==> src/rtl/prog_loader.sv <==
// prog_loader: serial program loader for the instruction ROM.
//
// Packs a UART byte stream into DW-bit words (MSB first). It writes them into
// the instruction ROM starting at address 0. The CPU is held in reset while a
// frame is loading. The CPU is released only when the frame's XOR checksum
// matches.
//
// Frame format: 0xA5 | N[15:8] | N[7:0] | N x {hi,lo} | CHK
//   CHK = XOR of the 2N data bytes, starting from 8'h00.
//
// Ports:
//   clk50m     in   1   system clock, rising edge
//   rst_n      in   1   asynchronous active-low reset
//   rx_data    in   8   received byte, qualified by rx_valid
//   rx_valid   in   1   one-cycle strobe per received byte
//   rx_err     in   1   one-cycle strobe, UART framing error
//   rom_we     out  1   ROM write strobe, one cycle per word
//   rom_addr   out  PW  ROM write address
//   rom_wdata  out  DW  ROM write data
//   cpu_rst_n  out  1   CPU hold, active low
//   busy       out  1   frame in progress
//   done       out  1   sticky: last frame loaded with good checksum
//   err        out  1   sticky: last frame aborted
module prog_loader #(
  parameter int DW     = 16,
  parameter int PW     = 15,
  parameter int TO_CYC = 5_000_000
) (
  input  logic          clk50m,
  input  logic          rst_n,
  input  logic [7:0]    rx_data,
  input  logic          rx_valid,
  input  logic          rx_err,
  output logic          rom_we,
  output logic [PW-1:0] rom_addr,
  output logic [DW-1:0] rom_wdata,
  output logic          cpu_rst_n,
  output logic          busy,
  output logic          done,
  output logic          err
);

  localparam int          TW      = (TO_CYC > 2) ? $clog2(TO_CYC) : 1;
  localparam logic [TW-1:0] TO_LAST = TW'(TO_CYC - 1);
  localparam logic [7:0]  SOF     = 8'hA5;
  // Largest legal word count: a full 2**PW-word ROM.
  localparam logic [31:0] N_MAX   = 32'd1 << PW;

  typedef enum logic [2:0] {
    S_IDLE  = 3'd0,
    S_CNT_H = 3'd1,
    S_CNT_L = 3'd2,
    S_DAT_H = 3'd3,
    S_DAT_L = 3'd4,
    S_CHK   = 3'd5
  } state_t;

  // Running checksum update, one byte at a time.
  function automatic logic [7:0] chk_accum(input logic [7:0] acc, input logic [7:0] b);
    chk_accum = acc ^ b;
  endfunction

  state_t        state_q, state_d;
  logic [7:0]    n_hi_q, n_hi_d;
  logic [PW:0]   n_q, n_d;        // PW+1 bits so N = 2**PW fits
  logic [PW:0]   idx_q, idx_d;
  logic [7:0]    hi_q, hi_d;
  logic [7:0]    acc_q, acc_d;
  logic [TW-1:0] to_cnt_q, to_cnt_d;
  logic          rom_we_q, rom_we_d;
  logic [PW-1:0] rom_addr_q, rom_addr_d;
  logic [DW-1:0] rom_wdata_q, rom_wdata_d;
  logic          cpu_rst_n_q, cpu_rst_n_d;
  logic          busy_q, busy_d;
  logic          done_q, done_d;
  logic          err_q, err_d;

  logic [31:0]   n_full_s;
  logic [PW:0]   idx_inc_s;
  logic          abort_s;

  assign n_full_s  = {16'h0000, n_hi_q, rx_data};
  assign idx_inc_s = idx_q + (PW+1)'(1);

  // Next-state and next-output computation for the loader FSM.
  always_comb begin
    state_d     = state_q;
    n_hi_d      = n_hi_q;
    n_d         = n_q;
    idx_d       = idx_q;
    hi_d        = hi_q;
    acc_d       = acc_q;
    to_cnt_d    = to_cnt_q;
    rom_we_d    = 1'b0;
    rom_addr_d  = rom_addr_q;
    rom_wdata_d = rom_wdata_q;
    cpu_rst_n_d = cpu_rst_n_q;
    done_d      = done_q;
    err_d       = err_q;
    abort_s     = 1'b0;

    if (state_q == S_IDLE) begin
      // rx_err is ignored here; only a start-of-frame byte matters.
      to_cnt_d = '0;
      if (rx_valid && (rx_data == SOF)) begin
        state_d     = S_CNT_H;
        done_d      = 1'b0;
        err_d       = 1'b0;
        idx_d       = '0;
        acc_d       = 8'h00;
        cpu_rst_n_d = 1'b0;
      end else begin
        state_d = S_IDLE;
      end
    end else if (rx_err) begin
      // Framing error beats a byte arriving in the same cycle.
      abort_s = 1'b1;
    end else if (rx_valid) begin
      // A byte beats timeout expiry in the same cycle; 0xA5 here is plain data.
      to_cnt_d = '0;
      case (state_q)
        S_CNT_H: begin
          n_hi_d  = rx_data;
          state_d = S_CNT_L;
        end
        S_CNT_L: begin
          if (n_full_s > N_MAX) begin
            abort_s = 1'b1;
          end else if (n_full_s == 32'd0) begin
            n_d     = '0;
            state_d = S_CHK;
          end else begin
            n_d     = n_full_s[PW:0];
            state_d = S_DAT_H;
          end
        end
        S_DAT_H: begin
          hi_d    = rx_data;
          acc_d   = chk_accum(acc_q, rx_data);
          state_d = S_DAT_L;
        end
        S_DAT_L: begin
          acc_d       = chk_accum(acc_q, rx_data);
          rom_we_d    = 1'b1;
          rom_addr_d  = idx_q[PW-1:0];
          rom_wdata_d = {hi_q, rx_data};
          idx_d       = idx_inc_s;
          if (idx_inc_s == n_q) begin
            state_d = S_CHK;
          end else begin
            state_d = S_DAT_H;
          end
        end
        S_CHK: begin
          if (rx_data == acc_q) begin
            done_d      = 1'b1;
            cpu_rst_n_d = 1'b1;
            state_d     = S_IDLE;
          end else begin
            abort_s = 1'b1;
          end
        end
        default: begin
          state_d = S_IDLE;
        end
      endcase
    end else if (to_cnt_q == TO_LAST) begin
      abort_s = 1'b1;
    end else begin
      to_cnt_d = to_cnt_q + TW'(1);
    end

    // Abort leaves cpu_rst_n low so a partially written ROM never runs.
    if (abort_s) begin
      state_d = S_IDLE;
      err_d   = 1'b1;
      done_d  = 1'b0;
    end else begin
      err_d = err_d;
    end

    busy_d = (state_d != S_IDLE);
  end

  // State and registered outputs.
  always_ff @(posedge clk50m or negedge rst_n) begin
    if (!rst_n) begin
      state_q     <= S_IDLE;
      n_hi_q      <= 8'h00;
      n_q         <= '0;
      idx_q       <= '0;
      hi_q        <= 8'h00;
      acc_q       <= 8'h00;
      to_cnt_q    <= '0;
      rom_we_q    <= 1'b0;
      rom_addr_q  <= '0;
      rom_wdata_q <= '0;
      cpu_rst_n_q <= 1'b1;
      busy_q      <= 1'b0;
      done_q      <= 1'b0;
      err_q       <= 1'b0;
    end else begin
      state_q     <= state_d;
      n_hi_q      <= n_hi_d;
      n_q         <= n_d;
      idx_q       <= idx_d;
      hi_q        <= hi_d;
      acc_q       <= acc_d;
      to_cnt_q    <= to_cnt_d;
      rom_we_q    <= rom_we_d;
      rom_addr_q  <= rom_addr_d;
      rom_wdata_q <= rom_wdata_d;
      cpu_rst_n_q <= cpu_rst_n_d;
      busy_q      <= busy_d;
      done_q      <= done_d;
      err_q       <= err_d;
    end
  end

  assign rom_we    = rom_we_q;
  assign rom_addr  = rom_addr_q;
  assign rom_wdata = rom_wdata_q;
  assign cpu_rst_n = cpu_rst_n_q;
  assign busy      = busy_q;
  assign done      = done_q;
  assign err       = err_q;

endmodule

==> config.mk <==
export PLATFORM = sky130hd
export DESIGN_NAME = prog_loader
export DESIGN_NICKNAME = d
export VERILOG_FILES = /design/src/rtl/prog_loader.sv
export SDC_FILE = /design/constraint.sdc
export NUM_CORES = 1
export LEC_CHECK = 0
export BUFFER_PORTS_ARGS = -buffer_cell sky130_fd_sc_hd__clkbuf_2
export CAP_MARGIN = 20
export CORE_UTILIZATION = 55
export DETAILED_ROUTE_END_ITERATION = 10
export PLACE_DENSITY = 0.74
export SYNTH_ARGS = -nofsm -noshare
export SYNTH_HDL_FRONTEND = slang
export SYNTH_SLANG_ARGS = --single-unit
==> constraint.sdc <==
create_clock -name clk50m -period 3.9 [get_ports clk50m]
set_input_delay 0.195 -clock clk50m [delete_from_list [all_inputs] [get_ports clk50m]]
set_output_delay 0.195 -clock clk50m [all_outputs]
set_load 0.005 [all_outputs]
## Word-level counts from Yosys, hierarchy flattened

Cells that the tools add are included.

- Add/subtract/negate cells: 2
- $lt $le $gt $ge: 1
- Eq/ne operators: 14
- Mux-type cells: 45
- Bitwise logic cells: 4
- Reductions and logical operators: 25

Operators by type and width:

| operator | count |
|---|---|
| $mux 16 | 6 |
| $mux 23 | 4 |
| $mux 8 | 5 |
| $logic_not 32->1 | 1 |
| $mux 3 | 8 |
| $add 23x1->23 const B | 1 |
| $eq 23x23->1 const B | 1 |
| $mux 1 | 20 |
| $reduce_and 4->1 | 5 |
| $add 16x1->16 const B | 1 |
| $eq 16x16->1 | 1 |
| $gt 16x16->1 const B | 1 |
| $pmux 3 s5 | 1 |
| $reduce_and 5->1 | 3 |
| $reduce_bool 2->1 | 7 |
| $reduce_bool 3->1 | 4 |
| $eq 8x8->1 | 1 |
| $eq 8x8->1 const B | 1 |
| $xor 8x8->8 | 1 |
| $eq 3x2->1 const B | 2 |
| $eq 3x3->1 const B | 2 |
| $ne 2x1->1 const B | 2 |
| $reduce_and 2->1 | 2 |
| $eq 3x1->1 const B | 1 |
| 8 further kinds | 10 |

- Register bits: 118
- Bits of input ports: 12
- Output and inout port bits: 36
- Logic and storage cells: 105

## Depth between registers and ports, before layout

Gate-level depths: netlist of the first run.

- Word-level depth: 9
- Depth in mapped cells: 10
- Gate-level depth less buffers: 8

## Least setup slack after synthesis of the first run

OpenSTA, ideal clock, no wires.

- Path kind: reg-to-reg
- From: reg idx_q[0]
- To: reg state_q[2]
- Library setup time: 0.065 ns
- Arrival: 2.136 ns
- Data required time: 3.835 ns
- Setup slack: 1.699 ns
- Cell stages (with the launch flop): 9
- Buffers on the path: 0
- Period minus slack after synthesis: 2.201 ns
- Cells stage by stage: dfrtp_1 -> ha_1 -> and3_1 -> and3_1 -> xnor2_1 -> a2111oi_4 -> o2111ai_1 -> nor4_1 -> o21a_1

- Cells in the longest elaborated chain, start to end: 8

RTL lines:

| what | line | RTL |
|---|---|---|
| start: declaration | 66 | `logic [PW:0] idx_q, idx_d;` |
| start signal: assignment | 206 | `idx_q <= idx_d;` |
| $add 16x1->16 | 83 | `assign idx_inc_s = idx_q + (PW+1)'(1);` |
| $eq 16x16->1 | 148 | `if (idx_inc_s == n_q) begin` |
| $mux 3 | 148 |  |
| $pmux 3 s5 | 121 | `case (state_q)` |
| $mux 3 | 118 | `end else if (rx_valid) begin` |
| $mux 3 | 115 | `end else if (rx_err) begin` |
| $mux 3 | 102 | `if (state_q == S_IDLE) begin` |
| $mux 3 | 174 | `if (abort_s) begin` |
| named net state_d[2] | 63 | `state_t state_q, state_d;` |
| end signal: assignment | 203 | `state_q <= state_d;` |
| end: declaration | 63 |  |

The timed path passes the listed nets, and every way through them passes these cells.
A chain may end at the register's enable or synchronous reset.

## Worst setup path after layout of the first run

- From: in rx_data[6]
- To: reg busy_q (netlist: busy)

- Cells in the longest elaborated chain, start to end: 9
- Elaborated cells on any way between the ends: 21
- Classes of those cells: 1 x order compare; 2 x eq/ne; 15 x mux; 3 x reduce/logical

RTL lines:

| what | line | RTL |
|---|---|---|
| start: declaration | 31 | `input logic [7:0] rx_data,` |
| branches (longest 7 deep; another with $gt 16x16->1) | - |  |
| $mux 3 * | 174 |  |
| $reduce_bool 3->1 * | 182 | `busy_d = (state_d != S_IDLE);` |
| named net busy_d | 74 | `logic busy_q, busy_d;` |
| end signal: assignment | 214 | `busy_q <= busy_d;` |
| end: declaration | 74 |  |

Mark *: on every way through the listed nets, which the timed path passes.

==> impl_metrics.csv, run 1 <==
group,metric,value,unit
clock_tree,h-tree-depth,4,
synthesis,syn-num-nets,632,
power_and_ir_drop,p_clk_frac,0.539,
sta,fin_skew,8.02,ps
synthesis,yosysTopAreaCell,"dfrtp_1",
power_and_ir_drop,power.density,431,nW/um2
clock_tree,insertion_delay,520,ps
power_and_ir_drop,internal_power,2.27,mW
drt,drt_iter0_markers,309,
clock_tree,cts_root_buffer,"clkbuf_8",
floorplanning,die_h,106,um
synthesis,synth_cell_type_count,58,
floorplanning,core_area,10400,um2
synthesis,synth_compound_area_frac,0.112,
min_path,hold_path_startpoint,"rx_data[1]",
floorplanning,rows,37,
clock_tree,cts_resized,0,
worst_setup_path,slowest_stage,"a21oi_2",
global_routing,grt_max_degree,77,
drt,wl,13.0,mm
job,cap_violations,0,
synthesis,synth_fa_ha_area_frac,0.00424,
min_path,min_path_type,"in2reg",
placement,place_area,6160,um2
sta,worst_pin_slew,1040,ps
clock_tree,cts_tree,"done",
sta,fin_tns_setup,0,ps
clock_tree,clkTransAtPathRegs,60,ps
run_status,status,"finished clean",
power_and_ir_drop,p_switching,0.653,mW
synthesis,synth-simple-area-share,0.225,
global_routing,grt.total_usage,0.255,
drt,drc,0,
synthesis,ys_seq_elements,118,
finish,layout_common_cells,"133 x nand2_1, 117 x dfrtp_1, 46 x clkbuf_2",
drt,vias,4701,
power_and_ir_drop,p_leak,3.18,nW
clock_tree,post_cts_buffers,0,
min_path,min_to,"rom_wdata[1]$_DFFE_PN0P_",
finish,fin_area,6780,um2
synthesis,yosysTopAreaCellShare,0.496,
finish,multi_input_area,2730,um2
sta,finalSetupViolations,0,
min_path,min_path_cells,3,
worst_setup_path,rrSetupSlack,1420,ps
placement,globalplace.congestion,0.887,
worst_setup_path,critPathMaxStageDelay,790,ps
worst_setup_path,crit_chain,"dlygate4sd3_1, clkbuf_2, nor4_1, nand4_1, a21oi_2, a2111oi_0, and2_1, o211ai_1",
finish,layout_commonest_cell,"nand2_1",
synthesis,synth_edf_count,0,
synthesis,yosysWarningCount,0,
synthesis,syn_inst,618,
global_routing,grt_first_pass_wirelength,22.3,mm
worst_setup_path,end_kind,"register",
sta,drv_slew,0,
floorplanning,dieWidth,106,um
worst_setup_path,reg2reg_depth,8,
global_routing,antenna_found_initial,0,
synthesis,syn-cell-area,5900,um2
finish,drive_gt1_frac,0.176,
power_and_ir_drop,irDropWorstVdd,0.215,mV
synthesis,seq_area_frac_synth,0.500,
sta,final.min_clock_period,2570,ps
finish,seq_area,2950,um2
sta,rsz0062_at_grt,"no",
power_and_ir_drop,power_frac_comb,0.032,
drt,first_pass_iters,5,
sta,finalHoldViolations,0,
power_and_ir_drop,switching_share,0.223,
clock_tree,cts.sinks,118,
global_routing,grt_pass1_vias,4427,
power_and_ir_drop,power_frac_seq,0.430,
sta,maxSlewHeadroom,0.303,
floorplanning,initial_utilization,0.569,
drt,ant_nets,0,
worst_setup_path,cp.arrival,3000,ps
synthesis,syn_avg_cell_area,9.55,um2
synthesis,synth_top_family_by_area,"simple AND/OR/NAND/NOR gates",
sta,max_freq,389,MHz
sta,post-route-period-util,0.659,
synthesis,synth_xor_area_frac,0.0564,
worst_setup_path,worst_setup_path_start_kind,"input port",
finish,area_growth,14.9,%
worst_setup_path,worstPathRequired,4340,ps
worst_setup_path,r2r_end,"state_q[2]$_DFF_PN0_",
synthesis,synth_mux_area_frac,0.0644,
synthesis,ys.flop_type,"dfrtp_1",
synthesis,synthTopCellsByArea,"dfrtp_1 50%, nand2_1 8.5%, mux2_2 4.2%",
finish,nFillCells,877,
drt,avgRoutedWirePerCell,16.3,um
clock_tree,holdBufCountCts,2,
worst_setup_path,crit_path_max_fanout,17,
global_routing,grt_overflow,0,
worst_setup_path,cp_top_family,"compound AO/OA/AOI/OAI gates",
placement,hpwlAfterDp,8.60,mm
placement,port_buffers,47,
clock_tree,cts_made_buffers,17,
worst_setup_path,crit_buf_inv,2,
synthesis,async_reset_ff_frac,1.00,
finish,diodes,0,
clock_tree,cts_buffer_depth,2,
finish,nets,666,
worst_setup_path,r2r_start,"idx_q[0]$_DFFE_PN0P_",
floorplanning,ioPinCount,48,
floorplanning,die_area,11200,um2
worst_setup_path,crit_type,"in2reg",
drt,vias_per_cell,5.87,
[final cells by class]
class	instances	share of cell area
clock buffers	19	0.0636
clock inverters	13	0.0255
inverters	7	0.00387
multi-input cells	454	0.403
flip-flops and latches	118	0.436
well taps	136	0.0251
repair buffers	54	0.0435
[through the flow]
step           total power [mW]   util  hold WS (ps)  instances  setup WS, ps
5_1_grt                    3.03  0.654          23.8        801          1070
2_1_floorplan              1.32      -          -101        618          1700
3_5_place_dp               1.37  0.594           402        767          1340
4_1_cts                    2.95  0.654          6.98        801          1330
3_3_place_gp               1.37  0.594           396        767          1520
6_report                   2.93  0.654          14.6        801          1330
[cell families (layout without fill, tap and decap cells)]
logic type,count (synthesis),in the layout
XOR/XNOR,38,38
AO/OA/AOI/OAI,102,102
multiplexers,34,34
AND/OR/NAND/NOR,278,278
buffers and inverters,46,93
adder cells (fa/ha/maj),2,2
flip-flops,118,118
[layer usage]
layer | share of wire | routed length [um] | up-vias | global-route usage
met5 | 0 | 0 | - | 0
met4 | 0.017 | 224 | 0 | 0.110
met3 | 0.058 | 757 | 22 | 0.0476
met2 | 0.46 | 6030 | 180 | 0.382
met1 | 0.46 | 6030 | 2268 | 0.365
li1 | - | - | 2231 | -
[synth_stat cells (3+ instances only)]
cell         n
nor4b_1      4
nor4_1      10
mux2_1      10
xnor2_1     27
nor3b_1      4
o21ai_0     41
and3_1       4
nor3_1      14
a21oi_1     15
a41oi_1      3
clkbuf_1    24
and2_1       3
nand3_1     19
nor2_1      38
mux2_2      22
xor2_1      11
nand2_1    133
nand2b_1    10
a31oi_1      6
buf_6        5
buf_2        5
inv_1        7
nor2b_1      5
or3_1        6
dfrtp_1    117
o31ai_1      8
o2bb2ai_1    9
nand4_1     17
[worst min-delay path, delay by kind of cell]
kind / cells / cell delay [ps]
simple gates: 2 / 140
buf+inv: 1 / 160
[sequential cells by signal, summed over array words and instances (netlist names), 3 cells and up]
signal,cells
to_cnt_q,23
n_q,16
idx_q,16
n_hi_q,8
rom_wdata,16
acc_q,8
state_q,3
rom_addr,15
hi_q,8
[worst max-delay path by stage]
stage / startpoint / endpoint / slack [ps] / cells past startpoint
floorplan: idx_q[0]$_DFFE_PN0P_ / state_q[2]$_DFF_PN0_ / 1700 / 8
global placement: rx_data[4] / busy$_DFF_PN0_ / 1520 / 7
detailed placement: rx_data[4] / busy$_DFF_PN0_ / 1340 / 7
CTS: rx_data[6] / busy$_DFF_PN0_ / 1330 / 8
global route: rx_data[6] / busy$_DFF_PN0_ / 1070 / 8
finish: rx_data[6] / busy$_DFF_PN0_ / 1330 / 8
[power groups by stage]
stage          Sequential (mW)  Combinational, mW  Clock [mW]
2_1_floorplan             1.27             0.0464           0
3_3_place_gp              1.28             0.0894           0
3_5_place_dp              1.28             0.0921           0
4_1_cts                   1.26             0.0948        1.60
5_1_grt                   1.26              0.106        1.66
6_report                  1.26             0.0925        1.58
Note: power is estimated with default switching activity, not from simulation.
==> run 2, diff against run 1 <==
==> constraint.sdc (replaced) <==
create_clock -name clk50m -period 2.6 [get_ports clk50m]
set_input_delay 0.13 -clock clk50m [delete_from_list [all_inputs] [get_ports clk50m]]
set_output_delay 0.13 -clock clk50m [all_outputs]
set_load 0.005 [all_outputs]
==> run 2 against run 1 <==
Setup slack worse by 1100 ps. Non-clock buffer count up 15. Total power up 48%. Combinational power up 70%. Hold slack better by 21 ps. Sequential cell count unchanged. Die area unchanged. Register-to-register slack worse by 1200 ps. Sequential share of layout area down 0.82 points.
==> impl_metrics.csv, run 2 (synthesis results as in run 1) <==
group,metric,value,unit
run_status,status,"finished clean",
clock_tree,cts.sinks,118,
worst_setup_path,crit_path_max_fanout,6,
clock_tree,h-tree-depth,4,
finish,largest_reg_flops,23,
sta,worst_pin_slew,1110,ps
worst_setup_path,crit_type,"reg2reg",
floorplanning,ioPinCount,48,
finish,layout_common_cells,"133 x nand2_1, 117 x dfrtp_1, 46 x clkbuf_2",
min_path,min_path_type,"in2reg",
finish,largest_register,"to_cnt_q",
sta,fin_skew,7.76,ps
global_routing,grt_first_pass_wirelength,23.4,mm
power_and_ir_drop,irDropWorstVdd,0.448,mV
placement,place_area,6230,um2
power_and_ir_drop,p_leak,3.24,nW
sta,fin_tns_setup,0,ps
global_routing,grt.total_usage,0.270,
floorplanning,dieWidth,106,um
clock_tree,cts_tree,"done",
global_routing,grt_max_degree,56,
finish,finish.utilization,0.667,
global_routing,antenna_found_initial,0,
clock_tree,cts_buffer_depth,2,
drt,first_pass_iters,5,
power_and_ir_drop,power.density,627,nW/um2
floorplanning,rows,37,
drt,vias_per_cell,5.93,
finish,fin_area,6910,um2
drt,avgRoutedWirePerCell,17.2,um
sta,drv_slew,0,
sta,hold_slack,35.4,ps
worst_setup_path,worst_setup_path_start_kind,"register",
finish,drive_gt1_frac,0.187,
floorplanning,die_h,106,um
finish,layout_commonest_cell,"nand2_1",
drt,ant_nets,0,
drt,wl,14.0,mm
worst_setup_path,end_kind,"register",
floorplanning,core_area,10400,um2
clock_tree,clkTransAtPathRegs,60,ps
placement,dp.cells,775,
clock_tree,cts_made_buffers,17,
clock_tree,insertion_delay,520,ps
sta,post-route-period-util,0.926,
sta,finalHoldViolations,0,
clock_tree,post_cts_buffers,0,
job,cap_violations,0,
worst_setup_path,rrSetupSlack,190,ps
finish,nets,681,
placement,globalplace.congestion,0.873,
global_routing,grt_pass1_vias,4690,
placement,port_buffers,47,
drt,vias,4836,
finish,diodes,0,
finish,stdcell_count,816,
global_routing,grt_overflow,0,
sta,finalSetupViolations,0,
sta,rsz0062_at_grt,"no",
drt,drt_iter0_markers,419,
drt,drc,0,
finish,area_growth,17.1,%
worst_setup_path,cp.arrival,2870,ps
sta,final.min_clock_period,2410,ps
sta,max_freq,415,MHz
floorplanning,initial_utilization,0.569,
worst_setup_path,worstPathRequired,3060,ps
floorplanning,die_area,11200,um2
sta,maxSlewHeadroom,0.260,
placement,hpwlAfterDp,9.18,mm
clock_tree,cts_root_buffer,"clkbuf_8",
run 2: changes by cell type in the layout (fill, tap and decap cells not counted), sizes merged:
cell and delta:
buf +8, bufinv -1, clkinv -1, clkinvlp +3, dlygate4sd3 +7, inv -1
run 2: routing by layer:
layer  track usage  part of all wire  vias to the layer above  routed length [um]
met1         0.358              0.43                     2379                6040
met5             0                 0                        -                   0
li1              -                 -                     2245                   -
met4         0.120             0.020                        0                 278
met2         0.428              0.49                      187                6850
met3        0.0581             0.062                       25                 866
run 2: cell type report:
| type | instances | area, um2 |
|---|---|---|
| fill | 825 | 3460 |
| inverter | 7 | 26.3 |
| clock buffer | 19 | 442 |
| tap | 136 | 170 |
| timing repair buffer | 69 | 438 |
| clock inverter | 13 | 148 |
| multi-input combinational | 454 | 2740 |
| sequential | 118 | 2950 |
run 2: path summary, 6_finish.rpt:
kind                                            from                   endpoint  cells past startpoint
max in group asynchronous                      rst_n    rom_addr[2]$_DFFE_PN0P_                      3
worst min register to register   hi_q[4]$_DFFE_PN0P_  rom_wdata[12]$_DFFE_PN0P_                      2
worst max-delay path            idx_q[1]$_DFFE_PN0P_       state_q[2]$_DFF_PN0_                      8
worst min-delay path                        rx_valid   to_cnt_q[10]$_DFFE_PN0P_                      4
worst max register to register  idx_q[1]$_DFFE_PN0P_       state_q[2]$_DFF_PN0_                      8
min in group asynchronous                      rst_n           rom_we$_DFF_PN0_                      2
run 2: timing repair:
item | in CTS | in global routing
endpoints found under the setup margin | 0 | 2
gates resized for setup | 0 | 1
hold buffers | 9 | 0
hold endpoints to repair | 66 | 0
run 2: report_power, final:
part           total (mW)  switching, mW  internal [mW]  leakage [nW]
clock network        2.29          0.869           1.42         0.271
registers            1.88         0.0222           1.86          1.63
logic               0.157         0.0956         0.0612          1.34
total                4.33          0.987           3.34          3.24
run 2: stage by stage:
step	power (mW)	worst slack, ps
2_1_floorplan	1.98	399
3_3_place_gp	2.06	291
3_5_place_dp	2.06	220
4_1_cts	4.35	164
5_1_grt	4.46	6.13
6_report	4.33	193
run 2: critical path, cell delays in order, from the launching register on:
cell       delay (ps)
dfrtp_1           440
ha_2              260
and3_1            250
and3_1            270
xnor2_1           130
a2111oi_4         330
o2111ai_1         180
nor4_1            330
o21a_1            150
